===== src/rtl/hz_timer_if.sv =====
// Control and status bundle between a run-control source and the hz_timer_ctrl rate divider.
interface hz_timer_if #(
    parameter int p_DIV_W = 32,
    parameter int p_REP_W = 16
);
    logic               i_Load;
    logic [p_DIV_W-1:0] i_Div;
    logic [p_REP_W-1:0] i_Reps;
    logic               i_Mode;
    logic               i_Start;
    logic               i_Stop;
    logic               o_Tick;
    logic               o_Toggle;
    logic               o_Done;
    logic               o_Busy;
    logic               o_Err;
    logic [p_DIV_W-1:0] o_Count;

    modport master (
        output i_Load, i_Div, i_Reps, i_Mode, i_Start, i_Stop,
        input  o_Tick, o_Toggle, o_Done, o_Busy, o_Err, o_Count
    );

    modport slave (
        input  i_Load, i_Div, i_Reps, i_Mode, i_Start, i_Stop,
        output o_Tick, o_Toggle, o_Done, o_Busy, o_Err, o_Count
    );
endinterface


===== src/rtl/hz_timer_ctrl.sv =====
// Divide-by-N tick/toggle generator with load/start/stop run control,
// periodic or burst (N periods then stop) operation, pause/resume and abort.
module hz_timer_ctrl #(
    parameter int p_DIV_W = 32,
    parameter int p_REP_W = 16
) (
    input  logic        i_CLK,
    input  logic        i_RST,
    hz_timer_if.slave   bus
);

    // state  | meaning
    // IDLE   | configured or not, waiting for start; loads accepted here only
    // RUN    | counting toward terminal count, emitting ticks
    // HOLD   | paused, count and period count frozen
    typedef enum logic [1:0] {
        S_IDLE = 2'b00,
        S_RUN  = 2'b01,
        S_HOLD = 2'b10
    } state_t;

    localparam logic [p_DIV_W-1:0] c_DIV_ONE = {{(p_DIV_W-1){1'b0}}, 1'b1};
    localparam logic [p_REP_W-1:0] c_REP_ONE = {{(p_REP_W-1){1'b0}}, 1'b1};

    state_t             r_state;
    state_t             w_next;
    logic [p_DIV_W-1:0] r_Div;
    logic [p_DIV_W-1:0] r_Count;
    logic [p_DIV_W-1:0] w_div_eff;
    logic [p_REP_W-1:0] r_Reps;
    logic [p_REP_W-1:0] r_Per;
    logic [p_REP_W-1:0] w_per_inc;
    logic [p_REP_W-1:0] w_reps_eff;
    logic               r_Mode;
    logic               r_Tick;
    logic               r_Toggle;
    logic               r_Done;
    logic               r_Err;
    logic               w_busy;
    logic               w_load_ok;
    logic               w_start_ok;
    logic               w_tc;
    logic               w_last;

    // A start on the same edge as a valid load must see the new divisor.
    always_comb begin
        w_load_ok  = bus.i_Load && (bus.i_Div != '0);
        w_div_eff  = w_load_ok ? bus.i_Div : r_Div;
        w_start_ok = bus.i_Start && !bus.i_Stop && (w_div_eff != '0);
        w_tc       = (r_Count == (r_Div - c_DIV_ONE));
        w_per_inc  = r_Per + c_REP_ONE;
        w_reps_eff = (r_Reps == '0) ? c_REP_ONE : r_Reps;
        w_last     = r_Mode && (w_per_inc == w_reps_eff);
    end

    always_ff @(posedge i_CLK or posedge i_RST) begin
        if (i_RST) begin
            r_state <= S_IDLE;
        end else begin
            r_state <= w_next;
        end
    end

    // Burst completion on a terminal edge takes priority over a pause request.
    always_comb begin
        w_next = r_state;
        case (r_state)
            S_IDLE: if (w_start_ok) w_next = S_RUN;
            S_RUN: begin
                if (w_tc && w_last) begin
                    w_next = S_IDLE;
                end else if (bus.i_Stop) begin
                    w_next = S_HOLD;
                end
            end
            S_HOLD: begin
                if (bus.i_Stop) begin
                    w_next = S_IDLE;
                end else if (bus.i_Start) begin
                    w_next = S_RUN;
                end
            end
            default: w_next = S_IDLE;
        endcase
    end

    always_comb begin
        w_busy = (r_state != S_IDLE);
    end

    always_ff @(posedge i_CLK or posedge i_RST) begin
        if (i_RST) begin
            r_Div    <= '0;
            r_Reps   <= '0;
            r_Mode   <= 1'b0;
            r_Count  <= '0;
            r_Per    <= '0;
            r_Tick   <= 1'b0;
            r_Toggle <= 1'b0;
            r_Done   <= 1'b0;
            r_Err    <= 1'b0;
        end else begin
            r_Tick <= 1'b0;
            r_Done <= 1'b0;
            case (r_state)
                S_IDLE: begin
                    if (bus.i_Load) begin
                        if (bus.i_Div == '0) begin
                            r_Err <= 1'b1;
                        end else begin
                            r_Div  <= bus.i_Div;
                            r_Reps <= bus.i_Reps;
                            r_Mode <= bus.i_Mode;
                            r_Err  <= 1'b0;
                        end
                    end
                    if (w_start_ok) begin
                        r_Count  <= '0;
                        r_Per    <= '0;
                        r_Toggle <= 1'b0;
                    end
                end
                S_RUN: begin
                    if (w_tc) begin
                        r_Count  <= '0;
                        r_Tick   <= 1'b1;
                        r_Toggle <= ~r_Toggle;
                        r_Per    <= w_per_inc;
                        r_Done   <= w_last;
                    end else if (!bus.i_Stop) begin
                        r_Count <= r_Count + c_DIV_ONE;
                    end
                end
                S_HOLD: begin
                    if (bus.i_Stop) begin
                        r_Count  <= '0;
                        r_Toggle <= 1'b0;
                    end
                end
                default: ;
            endcase
        end
    end

    assign bus.o_Tick   = r_Tick;
    assign bus.o_Toggle = r_Toggle;
    assign bus.o_Done   = r_Done;
    assign bus.o_Busy   = w_busy;
    assign bus.o_Err    = r_Err;
    assign bus.o_Count  = r_Count;

endmodule


===== src/flat_wrapper.sv =====
// flat-port wrapper written by rule: the top's interface ports become plain ports
module hz_timer_ctrl_flat 
#(
    parameter int p_DIV_W = 32,
    parameter int p_REP_W = 16
)
  (i_CLK, i_RST, bus_i_Load, bus_i_Div, bus_i_Reps, bus_i_Mode, bus_i_Start, bus_i_Stop, bus_o_Tick, bus_o_Toggle, bus_o_Done, bus_o_Busy, bus_o_Err, bus_o_Count);
  hz_timer_if #(.p_DIV_W(p_DIV_W), .p_REP_W(p_REP_W)) bus_i ();
  input  logic i_CLK;
  input  logic i_RST;
  input wire logic [$bits(bus_i.i_Load)-1:0] bus_i_Load;
  input wire logic [$bits(bus_i.i_Div)-1:0] bus_i_Div;
  input wire logic [$bits(bus_i.i_Reps)-1:0] bus_i_Reps;
  input wire logic [$bits(bus_i.i_Mode)-1:0] bus_i_Mode;
  input wire logic [$bits(bus_i.i_Start)-1:0] bus_i_Start;
  input wire logic [$bits(bus_i.i_Stop)-1:0] bus_i_Stop;
  output wire logic [$bits(bus_i.o_Tick)-1:0] bus_o_Tick;
  output wire logic [$bits(bus_i.o_Toggle)-1:0] bus_o_Toggle;
  output wire logic [$bits(bus_i.o_Done)-1:0] bus_o_Done;
  output wire logic [$bits(bus_i.o_Busy)-1:0] bus_o_Busy;
  output wire logic [$bits(bus_i.o_Err)-1:0] bus_o_Err;
  output wire logic [$bits(bus_i.o_Count)-1:0] bus_o_Count;
  assign bus_i.i_Load = bus_i_Load;
  assign bus_i.i_Div = bus_i_Div;
  assign bus_i.i_Reps = bus_i_Reps;
  assign bus_i.i_Mode = bus_i_Mode;
  assign bus_i.i_Start = bus_i_Start;
  assign bus_i.i_Stop = bus_i_Stop;
  assign bus_o_Tick = bus_i.o_Tick;
  assign bus_o_Toggle = bus_i.o_Toggle;
  assign bus_o_Done = bus_i.o_Done;
  assign bus_o_Busy = bus_i.o_Busy;
  assign bus_o_Err = bus_i.o_Err;
  assign bus_o_Count = bus_i.o_Count;
  hz_timer_ctrl #(.p_DIV_W(p_DIV_W), .p_REP_W(p_REP_W)) u_core (.i_CLK(i_CLK), .i_RST(i_RST), .bus(bus_i));
endmodule

===== config.mk =====
export PLATFORM = sky130hd
export DESIGN_NAME = hz_timer_ctrl_flat
export DESIGN_NICKNAME = d
export VERILOG_FILES = /design/src/rtl/hz_timer_if.sv /design/src/rtl/hz_timer_ctrl.sv /design/src/flat_wrapper.sv
export SDC_FILE = /design/constraint.sdc
export NUM_CORES = 1
export LEC_CHECK = 0
export CAP_MARGIN = 20
export CELL_PAD_IN_SITES_DETAIL_PLACEMENT = 0
export CELL_PAD_IN_SITES_GLOBAL_PLACEMENT = 1
export CORE_MARGIN = 1.5
export CORE_UTILIZATION = 40
export DETAILED_ROUTE_END_ITERATION = 12
export DONT_BUFFER_PORTS = 1
export PLACE_DENSITY = 0.66
export SLEW_MARGIN = 20
export SYNTH_ARGS = -nofsm -noshare
export SYNTH_HDL_FRONTEND = slang
export SYNTH_SLANG_ARGS = --single-unit

===== constraint.sdc =====
create_clock -name i_CLK -period 3.2 [get_ports i_CLK]
set_clock_uncertainty 0.15 [all_clocks]
set_input_delay 0.64 -clock i_CLK [delete_from_list [all_inputs] [get_ports i_CLK]]
set_output_delay 0.64 -clock i_CLK [all_outputs]
set_load 0.05 [all_outputs]

==> impl_metrics.csv <==
group,metric,value,unit
status,outcome,"finished with violations",
status,violations,"setup timing",
cells_and_area,n_antenna_cell,0,
yosys,synth_top_area_frac,0.385,
critical_path,cpMostUsedCell,"or4_4",
yosys,synthMostInstantiatedCell,"dfrtp_1",
global_routing,overflow,0,
global_routing,antenna_found_initial,0,
timing,relSlewSlack,0.471,
routing,drc,0,
clock_tree,ctsHtreeMaxLevel,3,
timing,fmax,291,MHz
timing,timing.setup.tns,-1.03,ns
critical_path,cp.required,3.29,ns
power_and_ir_drop,power.total,3.73,mW
die,dieHeight,132,um
die,ioPinCount,91,
timing,rsz0062_at_grt,"true",
global_routing,grt_pass1_vias,5997,
cells_and_area,fillCellCount,1537,
routing,met3_length,911,um
placed_design,place_area,0.00771,mm^2
routing,via_count,5878,
yosys,synthMuxAreaShare,0.108,
timing,drv_slew,0,
routing,totalWireLength,20.2,mm
critical_path,worstSetupStartpointType,"register",
critical_path,crit_type,"reg -> reg",
yosys,yosys.area_share.simple,0.243,
critical_path,crit_chain,"or4_4 > buf_6 > or4_4 > a2111oi_4 > o2bb2ai_2 > nor4b_2 > nand4_2 > or4_4 > a22o_1",
placed_design,portBuffers,0,
critical_path,critPathMaxFanout,8,
global_routing,grt_use_total,0.235,
clock_tree,cts_num_sinks,103,
cells_and_area,finalNonFillerCells,1008,
power_and_ir_drop,power.leakage,3.38,nW
timing,period_share,1.07,
yosys,yosys-top-cells-area,"dfrtp_1, mux2_2, xnor2_1",
routing,drt-initial-drc-count,345,
flow_run,drv_cap,0,
yosys,synth_nets,750,
placed_design,hpwl,15.6,mm
yosys,ys.flop_type,"dfrtp_1",
clock_tree,clk_latency,0.36,ns
cells_and_area,layout-drive-gt1-share,0.302,
routing,wl_met1,8.96,mm
power_and_ir_drop,peakVddDrop,0.320,mV
yosys,ys_seq_area_frac,0.385,
clock_tree,cts_tree,"built",
critical_path,critical_path_arrival,3.53,ns
critical_path,crit_path_end_kind,"register",
die,coreArea,0.0165,mm^2
yosys,async_flop_share,1.00,
yosys,yosys_warnings,0,
power_and_ir_drop,pwr_density_cell,452,mW/mm^2
global_routing,grt_max_degree,41,
routing,drt-vias-per-instance,5.83,
critical_path,max_stage_delay,0.56,ns
yosys,synthAdderAreaFrac,0.00560,
routing,drtAntennaViolNets,0,
yosys,synth_area,0.00670,mm^2
timing,setup_violations,15,
yosys,synth_xor_area_frac,0.107,
yosys,synthTopCellsByCount,"dfrtp_1, xnor2_1, mux2_2, nand3_1, nand2_1",
cells_and_area,nNetsFinal,841,
placed_design,dpl.cell_count,987,
yosys,synth-seq-cells,103,
cells_and_area,final_area,0.00827,mm^2
timing,setup_ws,-0.235,ns
timing,worst_pin_slew,0.792,ns
routing,top_layer,"met4",
yosys,synth_enable_flop_cells,0,
die,die_w,132,um
yosys,synth_compound_area_frac,0.111,
timing,final_hold_viol_count,0,
die,row_count,47,
cells_and_area,area_growth,23.4,%
global_routing,grt_pass1_wl,32.3,mm
die,initial_core_util,0.407,
die,die_area,0.0175,mm^2
critical_path,crit_slowest_cell,"or4_4",
clock_tree,postCtsHoldBufs,0,
yosys,synth.avg_cell_area,9.66,um^2
clock_tree,path_clk_slew,0.07,ns
placed_design,routabilityCongestion,0.911,
routing,first_pass_iters,4,
routing,wl_met2,9.81,mm
clock_tree,cts-root-buf,"clkbuf_16",
yosys,syn_inst,693,
hold_path,hp-class,"in -> async",
yosys,yosysTopAreaCell,"dfrtp_1",
yosys,synth_top_family_by_area,"simple AND/OR/NAND/NOR gates",
yosys,synth.distinct_cells,75,
placed_design,dpl_worst_slack,-0.341,ns
clock_tree,cts_buffers,9,
routing,wire_per_inst,20.0,um
clock_tree,clock_path_buffers,2,
timing,timing.final.crit_period,3.44,ns
registers in the layout, indices dropped and copies added (netlist names):
register and count:
u_core.bus.o_Count 32, u_core.r_Div 32, u_core.r_Per 16, u_core.r_Reps 16
u_core.r_state 2, u_core.bus.o_Done 1, u_core.bus.o_Err 1, u_core.bus.o_Tick 1
u_core.bus.o_Toggle 1, u_core.r_Mode 1
logic make-up (layout without fill, tap and decap cells):
logic type,count (synthesis),count (layout)
compound gates,101,101
simple gates,280,280
buf+inv,58,153
flops,103,103
xor+xnor,82,82
fa+ha+maj,3,3
mux,66,66
metrics by stage:
step | hold slack, ns | utilization
2_1_floorplan | 0.329 | -
3_3_place_gp | 0.360 | 0.468
3_5_place_dp | 0.371 | 0.468
4_1_cts | 0.157 | 0.493
5_1_grt | 0.172 | 0.502
6_report | 0.140 | 0.502
layout make-up:
cell class / count / area (um^2) / share of cell area
clock buffer: 10 / 239 / 0.0289
clock inverter: 5 / 57.6 / 0.00696
inverter: 17 / 67.6 / 0.00817
multi-input combinational: 532 / 4040 / 0.488
sequential: 103 / 2580 / 0.312
tap: 220 / 275 / 0.0333
timing repair buffer: 121 / 1010 / 0.122
per-layer routing:
metal,track usage,up-vias
li1,-,2746
met1,0.305,2939
met2,0.392,158
met3,0.0465,35
met4,0.0861,0
met5,0,-
layout by cell type, fill, tap and decap left out, drive strengths merged, types with 4 or more instances in the layout:
cell type and instances:
and3 14, nor4b 6, a21oi 18, a22o 7, a211oi 4, and2 9, nor2 34, nand3b 15
o22ai 6, nand2b 8, or4 9, nand2 39, dfrtp 103, inv 17, a31oi 7, a211o 7
clkbuf 11, or3 11, xor2 29, a21boi 4, o31ai 7, nor4 31, xnor2 53, mux2 51
nand4 22, o211ai 4, o21ai 11, mux2i 15, nor3 20, buf 120, a21o 4, nand3 44
repair_timing:
| item | in CTS | in global routing |
|---|---|---|
| setup buffers | 4 | 3 |
| setup endpoints to repair | 36 | 52 |
| gates cloned | 0 | 1 |
| pin swaps | 7 | 5 |
| resized for setup | 17 | 32 |
final timing paths:
kind	to	slack [ns]	cells after the start	startpoint
max reg2reg	u_core.r_state[1]	-0.24	9	u_core.r_Div[22]
min in group i_CLK	u_core.r_state[0]	0.19	1	bus_i_Stop
max	u_core.r_state[1]	-0.24	9	u_core.r_Div[22]
min reg2reg	u_core.r_Reps[0]	0.39	1	u_core.r_Reps[0]
min	u_core.bus.o_Count[3]	0.14	1	i_RST
max in group asynchronous	u_core.r_Div[31]	2.11	2	i_RST
where the power goes:
| part | switching [mW] | internal (mW) | leakage (nW) |
|---|---|---|---|
| clock | 0.503 | 0.626 | 0.149 |
| combinational | 0.515 | 0.512 | 1.91 |
| sequential | 0.150 | 1.43 | 1.33 |
| total | 1.17 | 2.57 | 3.38 |
worst max-delay path: cells and delay by family (launching register included):
family | cells | cell delay [ns]
flops | 1 | 0.37
compound gates | 3 | 0.67
simple gates | 5 | 1.97
buf+inv | 1 | 0.16
Power figures use the tool's default switching activity.
